[src/rtl/router_pkg.sv]
// Shared definitions for the router output path: FSM encoding, header layout
// and small port-index helpers used by the scheduler and its arbiter.
package router_pkg;

    typedef enum logic [1:0] {
        IDLE  = 2'd0,
        XFER  = 2'd1,
        ABORT = 2'd2
    } sched_state_e;

    localparam int HDR_LEN_MSB = 7;
    localparam int HDR_LEN_LSB = 2;
    localparam int HDR_ADDR_W  = 2;
    localparam int NUM_PORTS   = 3;
    localparam int CNT_W       = 7;

    // Successor of a port index in the 0 -> 1 -> 2 -> 0 ring.
    function automatic logic [1:0] next_port(input logic [1:0] p);
        case (p)
            2'd0:    return 2'd1;
            2'd1:    return 2'd2;
            default: return 2'd0;
        endcase
    endfunction

    function automatic logic [NUM_PORTS-1:0] port_onehot(input logic [1:0] p);
        case (p)
            2'd0:    return 3'b001;
            2'd1:    return 3'b010;
            2'd2:    return 3'b100;
            default: return 3'b000;
        endcase
    endfunction

    // Beats still owed after the header: the payload words plus the parity word.
    function automatic logic [CNT_W-1:0] hdr_beats(input logic [HDR_LEN_MSB:0] hdr);
        return {1'b0, hdr[HDR_LEN_MSB:HDR_LEN_LSB]} + 7'd1;
    endfunction

endpackage

[src/rtl/router_rr_arb3.sv]
// Three-way rotating-priority encoder: the port after ptr is tried first and
// ptr itself is tried last.
module router_rr_arb3
    import router_pkg::*;
(
    input  logic [NUM_PORTS-1:0] req,
    input  logic [1:0]           ptr,
    output logic [1:0]           gnt_idx,
    output logic                 gnt_any
);

    logic [1:0] cand1_s;
    logic [1:0] cand2_s;
    logic [1:0] cand3_s;

    // Walk the ring starting after ptr and take the first requesting port.
    always_comb begin
        cand1_s = next_port(ptr);
        cand2_s = next_port(cand1_s);
        cand3_s = next_port(cand2_s);
        gnt_idx = 2'd0;
        gnt_any = 1'b0;
        if (req[cand1_s]) begin
            gnt_idx = cand1_s;
            gnt_any = 1'b1;
        end else if (req[cand2_s]) begin
            gnt_idx = cand2_s;
            gnt_any = 1'b1;
        end else if (req[cand3_s]) begin
            gnt_idx = cand3_s;
            gnt_any = 1'b1;
        end else begin
            gnt_idx = 2'd0;
            gnt_any = 1'b0;
        end
    end

endmodule

[src/rtl/router_out_scheduler.sv]
// Shares one downstream link between three show-ahead FIFOs, granting whole
// packets round-robin and aborting a packet that stalls for TIMEOUT cycles.
module router_out_scheduler
    import router_pkg::*;
#(
    parameter int DW      = 8,
    parameter int TIMEOUT = 30
) (
    input  logic                 clock,
    input  logic                 reset,
    input  logic [NUM_PORTS-1:0] fifo_empty,
    input  logic [DW-1:0]        fifo_dout_0,
    input  logic [DW-1:0]        fifo_dout_1,
    input  logic [DW-1:0]        fifo_dout_2,
    output logic [NUM_PORTS-1:0] fifo_rd_en,
    output logic [DW-1:0]        out_data,
    output logic                 out_valid,
    input  logic                 out_ready,
    output logic                 out_sop,
    output logic                 out_eop,
    output logic [NUM_PORTS-1:0] soft_reset,
    output logic [1:0]           grant,
    output logic                 busy
);

    localparam int STALL_W = $clog2(TIMEOUT);
    localparam logic [STALL_W-1:0] STALL_LAST = STALL_W'(TIMEOUT - 1);
    localparam logic [STALL_W-1:0] STALL_MAX  = '1;

    sched_state_e         state_r;
    logic [1:0]           rr_ptr_r;
    logic [1:0]           grant_r;
    logic [CNT_W-1:0]     cnt_r;
    logic [STALL_W-1:0]   stall_r;
    logic                 hdr_pending_r;
    logic [NUM_PORTS-1:0] soft_reset_r;

    logic [1:0]           arb_idx_s;
    logic                 arb_any_s;
    logic [DW-1:0]        head_s;
    logic                 head_valid_s;
    logic                 beat_s;

    router_rr_arb3 u_arb (
        .req     (~fifo_empty),
        .ptr     (rr_ptr_r),
        .gnt_idx (arb_idx_s),
        .gnt_any (arb_any_s)
    );

    // Select the head word and its valid flag of the granted FIFO.
    always_comb begin
        head_s       = '0;
        head_valid_s = 1'b0;
        case (grant_r)
            2'd0: begin
                head_s       = fifo_dout_0;
                head_valid_s = ~fifo_empty[0];
            end
            2'd1: begin
                head_s       = fifo_dout_1;
                head_valid_s = ~fifo_empty[1];
            end
            2'd2: begin
                head_s       = fifo_dout_2;
                head_valid_s = ~fifo_empty[2];
            end
            default: begin
                head_s       = '0;
                head_valid_s = 1'b0;
            end
        endcase
    end

    // Link-side outputs are live only while streaming; everything is quiet otherwise.
    always_comb begin
        out_valid  = 1'b0;
        out_data   = '0;
        out_sop    = 1'b0;
        out_eop    = 1'b0;
        fifo_rd_en = '0;
        beat_s     = 1'b0;
        if (state_r == XFER) begin
            out_valid = head_valid_s;
            out_data  = head_s;
            beat_s    = head_valid_s & out_ready;
            out_sop   = head_valid_s & hdr_pending_r;
            out_eop   = head_valid_s & ~hdr_pending_r & (cnt_r == 7'd1);
            if (beat_s) begin
                fifo_rd_en = port_onehot(grant_r);
            end else begin
                fifo_rd_en = '0;
            end
        end else begin
            out_valid  = 1'b0;
            out_data   = '0;
            fifo_rd_en = '0;
        end
    end

    // Packet FSM with beat counter, stall watchdog and round-robin pointer.
    always_ff @(posedge clock) begin
        if (reset) begin
            state_r       <= IDLE;
            rr_ptr_r      <= 2'd2;
            grant_r       <= 2'd0;
            cnt_r         <= '0;
            stall_r       <= '0;
            hdr_pending_r <= 1'b0;
            soft_reset_r  <= '0;
        end else begin
            case (state_r)
                IDLE: begin
                    soft_reset_r <= '0;
                    if (arb_any_s) begin
                        grant_r       <= arb_idx_s;
                        hdr_pending_r <= 1'b1;
                        stall_r       <= '0;
                        state_r       <= XFER;
                    end else begin
                        state_r <= IDLE;
                    end
                end
                XFER: begin
                    if (beat_s) begin
                        stall_r      <= '0;
                        soft_reset_r <= '0;
                        if (hdr_pending_r) begin
                            hdr_pending_r <= 1'b0;
                            cnt_r         <= hdr_beats(head_s[HDR_LEN_MSB:0]);
                        end else if (cnt_r == 7'd1) begin
                            cnt_r    <= '0;
                            rr_ptr_r <= grant_r;
                            state_r  <= IDLE;
                        end else begin
                            cnt_r <= cnt_r - 7'd1;
                        end
                    end else if (stall_r == STALL_LAST) begin
                        // Registered so the flush pulse lines up with the ABORT cycle.
                        soft_reset_r <= port_onehot(grant_r);
                        state_r      <= ABORT;
                    end else begin
                        soft_reset_r <= '0;
                        if (stall_r != STALL_MAX) begin
                            stall_r <= stall_r + STALL_W'(1);
                        end else begin
                            stall_r <= stall_r;
                        end
                    end
                end
                ABORT: begin
                    soft_reset_r  <= '0;
                    rr_ptr_r      <= grant_r;
                    cnt_r         <= '0;
                    stall_r       <= '0;
                    hdr_pending_r <= 1'b0;
                    state_r       <= IDLE;
                end
                default: begin
                    soft_reset_r <= '0;
                    state_r      <= IDLE;
                end
            endcase
        end
    end

    assign soft_reset = soft_reset_r;
    assign grant      = grant_r;
    assign busy       = (state_r != IDLE);

endmodule

[config.mk]
export PLATFORM = sky130hd
export DESIGN_NAME = router_out_scheduler
export DESIGN_NICKNAME = d
export VERILOG_FILES = /design/src/rtl/router_pkg.sv /design/src/rtl/router_rr_arb3.sv /design/src/rtl/router_out_scheduler.sv
export SDC_FILE = /design/constraint.sdc
export NUM_CORES = 1
export LEC_CHECK = 0
export CORE_MARGIN = 8
export CORE_UTILIZATION = 48
export DETAILED_ROUTE_END_ITERATION = 16
export MAX_ROUTING_LAYER = met4
export PLACE_DENSITY_LB_ADDON = 0.12
export SLEW_MARGIN = 0
export SYNTH_ARGS = -nofsm -noshare
export SYNTH_HDL_FRONTEND = slang
export SYNTH_SLANG_ARGS = --single-unit
export TNS_END_PERCENT = 1
[constraint.sdc]
create_clock -name clock -period 3 [get_ports clock]
set_input_delay 0.9 -clock clock [delete_from_list [all_inputs] [get_ports clock]]
set_output_delay 0.9 -clock clock [all_outputs]
set_load 0.005 [all_outputs]
==> results of run 1 <==
## where the power goes
part | internal (mW) | total (mW) | switching [mW]
registers | 0.324 | 0.363 | 0.0387
logic | 0.309 | 0.608 | 0.299
clock network | 0.135 | 0.234 | 0.0989
total | 0.769 | 1.21 | 0.436
## final cells by class
cell class                      instances  area (µm²)
Tap cell                               46       57.56
Fill cell                             261       854.6
Clock inverter                          1       30.03
Inverter                               15       56.30
Multi-Input combinational cell        173        1247
Timing Repair Buffer                   78       680.7
Sequential cell                        22       440.4
Clock buffer                            3       22.52
## worst min-delay path by stage
stage	start	to	cells after the start
floorplan	cnt_r[1]	cnt_r[1]	2
global placement	state_r[0]	state_r[0]	2
detailed placement	state_r[0]	state_r[0]	2
CTS	state_r[0]	state_r[0]	2
global route	state_r[0]	state_r[0]	2
finish	state_r[0]	state_r[0]	2
## per-stage QoR
stage | TNS [ns] | util (%) | setup slack, ns
3_3_place_gp | -4.477 | 71.83 | -0.5893
6_report | 0 | 74.79 | 0.01204
3_5_place_dp | -4.651 | 71.83 | -0.6366
4_1_cts | -0.08887 | 74.60 | -0.04125
5_1_grt | -0.07824 | 74.79 | -0.05807
2_1_floorplan | 0 | - | 0.2083
## cells by family (layout without fill, tap and decap cells)
kind of cell    after synthesis  after routing  synth area share, %
simple gates                 91             91                27.54
xor+xnor                      3              3                1.522
fa+ha+maj                    10             10                7.246
mux                          15             15                9.203
flops                        22             22                25.51
buf+inv                      24             97                5.724
compound gates               54             54                23.26
## cell usage after synthesis (6+ instances only)
library cell / number / share of area, %
ha_1: 10 / 7.2
and3_1: 6 / 2.2
dfxtp_1: 22 / 26
o21ai_0: 9 / 2.6
inv_1: 15 / 3.3
clkbuf_1: 6 / 1.3
nand3_1: 8 / 2.3
nand2_1: 14 / 3.0
nor2_1: 23 / 5.0
mux2i_1: 11 / 6.4
a21oi_1: 13 / 3.8
nor3_1: 10 / 2.9
## registers in the layout, summed over array words and instances (netlist names)
| register | flops |
|---|---|
| cnt_r | 7 |
| stall_r | 5 |
| soft_reset | 3 |
| grant | 2 |
| rr_ptr_r | 2 |
| state_r | 2 |
| hdr_pending_r | 1 |
## what timing repair did
| item | in CTS | in global routing |
|---|---|---|
| endpoints found under the setup margin | 14 | 8 |
| pin swaps | 2 | 1 |
| gates resized for setup | 39 | 12 |
| buffers inserted | 1 | 1 |
## critical path, delay by kind of cell
kind / cells / cell delay (ns)
buffers and inverters: 2 / 0.45
and+or+nand+nor: 3 / 0.33
muxes: 1 / 0.29
AOI/OAI and AO/OA: 1 / 0.12
## metal layers
metal	routed length, µm	vias to the layer above	track usage [%]
met3	324	5	3.656
li1	-	949	-
met1	2542	841	23.91
met4	38	0	3.725
met2	2339	71	29.31
met5	0	-	-
==> reports/results.txt, run 1 <==
Status = finished clean
Seq/Total Area, Yosys = 25.51%
Maxcap violations = 0
Dominant synthesized flop cell = dfxtp_1
Inserted Diodes = 0
Layout Skew = 0.008962 ns
Port Buffers = 49
R2R depth = 9
First-pass GRT wire length = 8.928 mm
#FFs+latches synth = 22
Count of final max-slew check failures = 0
Worst r2r dst = cnt_r[4]
Pre-antenna DRT Iters = 4
Die Y = 75.98 µm
Most common cell after layout, fill and taps aside = clkdlybuf4s50_1
Die Area = 5772 µm²
Die X = 75.98 µm
Largest net degree at the start of global routing = 20
Number of flops mapped to enable cells by yosys = 0
Latest clock arrival within the worst-skew pair = 0.32 ns
RD Place Congestion = 0.9093
Hold Violations, Final = 0
# placed instances = 332
Crit path cell chain = dlygate4sd2_1 -> mux2_4 -> o22ai_4 -> and2_4 -> nand2_2 -> nor2_2 -> clkdlybuf4s15_2
HP Class = reg -> reg
Global route overflow = 0
Start of the worst register-to-register path = grant[0]
H-tree levels = 1
Initial Util = 50.94%
Total power = 1.205 mW
TritonCTS Sinks = 22
Worst-path maximum fanout = 3
Nets = 333
Most frequent cells in the layout = clkdlybuf4s50_1, buf_4, dfxtp_1
Worst path required time = 2.10 ns
PwrDens = 475.4 nW/µm²
Achievable Freq = 334.7 MHz
Area growth syn-to-layout = 46.81%
Initial antenna violation count = 0
Min Hold Slack = 0.5273 ns
P_leak = 1.095 nW
Synth warnings = 0
CTS Buf Count = 3
Worst Path Arrival = 2.09 ns
CTS root buffer = clkbuf_4
Final setup fails = 0
Detail-routed net length per standard cell = 15.51 µm
Routed Antenna Nets = 0
Crit Path Category = in -> out
Placeable Area = 3390 µm²
Total Routing Usage GR = 18.61%
CTS tree = done
FP Rows = 21
Syn avg cell area = 7.884 µm²
Slowest CP cell = mux2_4
Reg2reg setup slack = 0.58 ns
Via count = 1,866
Final Cell Area = 2535 µm²
Critical path endpoint category = primary output
Relative slew margins = 71.58%
Period utilization = 99.60%
Placed Area = 2435 µm²
Fin crit period = 2.988 ns
Worst slew pin tran = 0.4230 ns
Worst vdd ir = 0.0003961 V
Vias per inst = 5.521
Mapped Area = 1727 µm²
Post-synthesis cell type count = 49
Vias in the first global route = 1,828
Startpoint types = input pin
Crit path capture = fifo_rd_en[1]
Net Count, Synth = 259
Routed Wire Length = 5.244 mm
Finished Layout Cells = 338
Synth Instances = 219
Hold Buf Count CTS = 0
Clock Path Buffers = 2
Reg clk slew, reported paths = 0.14 ns
DRT iter0 DRCs = 124
Worst setup startpoint = fifo_empty[0]
RSZ-0062 raised after global routing = yes
Residual DRC = 0
IO Count = 50
Post-DP HPWL = 4.143 mm
Ys async rst share = 0%
Layout cells sized above 1 = 21.58%
Critical Path Max Stage Delay = 0.29 ns
(Power assumes the default switching activity.)
==> run 2, diff against run 1 <==
TNS_END_PERCENT = default   (was 1)
==> run 2 against run 1 <==
Utilization decreased by 0.37 points. Power about the same. Register-to-register slack better by 0.13 ns. Routed wire length increased by 0.86%. Worst hold slack got worse by 0.0044 ns. Fmax increased by 1.9%. Final cell count did not move. Critical path depth is 2 lower. Sequential share of layout area increased by 0.086 points. Non-clock buffer count is the same. Worst setup slack better by 0.054 ns. Die area is the same.
==> reports/results.txt, run 2 (synthesis results as in run 1) <==
Status = finished clean
Crit Path Category = in -> out
Worst-path maximum fanout = 2 (-1)
Latest clock arrival within the worst-skew pair = 0.32 ns (about the same)
Start of the worst register-to-register path = grant[0]
RSZ-0062 raised after global routing = no
Layout Skew = 0.01057 ns (+0.001609 ns)
Port Buffers = 49 (unchanged)
DRT iter0 DRCs = 133 (+7.3%)
Worst slew pin tran = 0.4230 ns (-0.000001907 ns)
Routed Wire Length = 5.289 mm (+0.86%)
Post-DP HPWL = 4.143 mm (unchanged)
Maxcap violations = 0 (unchanged)
Crit path capture = out_data[6]
HP Class = reg -> reg
Critical Path Max Stage Delay = 0.46 ns (+0.17 ns)
Min Hold Slack = 0.5229 ns (-0.004448 ns)
Hold Startpoint = state_r[0]
Vias in the first global route = 1,838 (+0.55%)
Critical path endpoint category = primary output
Achievable Freq = 340.9 MHz (+1.9%)
FP Rows = 21 (unchanged)
P_leak = 1.096 nW (about the same)
Nets = 333 (unchanged)
Area growth syn-to-layout = 46.09%
Layout cells sized above 1 = 21.58% (unchanged)
Residual DRC = 0 (unchanged)
Worst Path Arrival = 2.03 ns (-0.06 ns)
Die Area = 5772 µm² (unchanged)
Inserted Diodes = 0 (unchanged)
Switching fraction of total power = 36.16% (-0.039 points)
IO Count = 50 (unchanged)
Clk pwr share = 19.4% (about the same)
Slowest CP cell = clkdlybuf4s50_1
Flop pwr share = 30.1% (about the same)
Hold Violations, Final = 0 (unchanged)
Detail-routed net length per standard cell = 15.65 µm (+0.86%)
Finished Layout Cells = 338 (unchanged)
Count of final max-slew check failures = 0 (unchanged)
Die Y = 75.98 µm (unchanged)
Fin crit period = 2.934 ns (-0.05434 ns)
Largest Register = cnt_r
Clock Path Buffers = 2 (unchanged)
Period utilization = 97.79% (-1.8 points)
Startpoint types = input pin
Most common cell after layout, fill and taps aside = clkdlybuf4s50_1
Internal power = 769.5 µW (about the same)
CTS root buffer = clkbuf_4
H-tree levels = 1 (unchanged)
# placed instances = 332 (unchanged)
Worst vdd ir = 0.0003920 V (-1.0%)
Max reg flops = 7 (unchanged)
Most frequent cells in the layout = clkdlybuf4s50_1, buf_4, nor2_1
Routed Antenna Nets = 0 (unchanged)
Worst r2r dst = cnt_r[4]
Worst path required time = 2.10 ns (about the same)
First-pass GRT wire length = 8.990 mm (+0.69%)
Pre-antenna DRT Iters = 4 (unchanged)
Reg clk slew, reported paths = 0.14 ns (about the same)
TritonCTS Sinks = 22 (unchanged)
Gate power share = 50.5% (about the same)
RD Place Congestion = 0.9093 (unchanged)
Via count = 1,872 (+0.32%)
Initial antenna violation count = 0 (unchanged)
Final setup fails = 0 (unchanged)
Relative slew margins = 71.58% (about the same)
Largest net degree at the start of global routing = 20 (unchanged)
PwrDens = 477.9 nW/µm² (+0.52%)
CTS Buf Count = 3 (unchanged)
Setup TNS = 0 ns (unchanged)
Worst setup startpoint = fifo_dout_0[6]
Initial Util = 50.94% (unchanged)
R2R depth = 8 (-1)
Vias per inst = 5.538 (+0.32%)
Die X = 75.98 µm (unchanged)
CTS tree = done
Placeable Area = 3390 µm² (unchanged)
Global route overflow = 0 (unchanged)
Sw Pwr = 435.9 µW (about the same)
Total Routing Usage GR = 18.76% (+0.15 points)
Reg2reg setup slack = 0.71 ns (+0.13 ns)
Crit path cell chain = clkdlybuf4s50_1 -> mux2i_1 -> mux2_2 -> nor2_1 -> clkdlybuf4s15_1
==> run 2: through the flow <==
step / utilization (%) / setup slack, ns / area (µm²) / power (mW)
2_1_floorplan: - / 0.2083 / 1727 / 0.7217
3_3_place_gp: 71.83 / -0.5893 / 2435 / 0.9454
3_5_place_dp: 71.83 / -0.6366 / 2435 / 0.9573
4_1_cts: 74.23 / 0.008916 / 2516 / 1.202
5_1_grt: 74.42 / 0.008363 / 2522 / 1.293
6_report: 74.42 / 0.06637 / 2522 / 1.205
==> run 2: worst min path at each step <==
stage	to	slack [ns]	cells after the start
floorplan	cnt_r[1]	0.47	2
global placement	state_r[0]	0.49	2
detailed placement	state_r[0]	0.51	2
CTS	state_r[0]	0.53	2
global route	state_r[0]	0.54	2
finish	state_r[0]	0.52	2
==> run 2: what timing repair did <==
item                                    in CTS  in global routing
buffers inserted                             2                  0
resized for setup                           45                 11
pin swaps                                    3                  1
endpoints found under the setup margin      14                  8
gates cloned                                 0                  0
hold buffers                                 0                  0
==> run 2: area by class of cell <==
class                      instances  area [µm²]
sequential                        22       440.4
clock buffer                       3       22.52
timing repair buffer              78       668.1
clock inverter                     1       30.03
tap                               46       57.56
multi-input combinational        173        1247
inverter                          15       56.30
fill                             262       867.1
==> run 2: power groups by stage <==
stage               sequential (mW)  clock, mW  combinational (mW)
floorplan                     0.359          0               0.363
global placement              0.365          0               0.580
detailed placement            0.367          0               0.590
CTS                           0.362      0.239               0.601
global route                  0.368      0.251               0.674
finish                        0.363      0.233               0.609
==> run 2: worst max-delay path, delay by kind of cell <==
kind | cells | cell delay (ns)
AND/OR/NAND/NOR | 1 | 0.10
buffers and inverters | 2 | 0.68
multiplexers | 2 | 0.36
==> run 2: metal layers <==
layer | vias up | wire length [µm] | track usage (%)
met2 | 67 | 2367 | 29.39
li1 | 948 | - | -
met5 | - | 0 | -
met3 | 5 | 321 | 3.656
met4 | 0 | 38 | 3.725
met1 | 852 | 2561 | 24.25
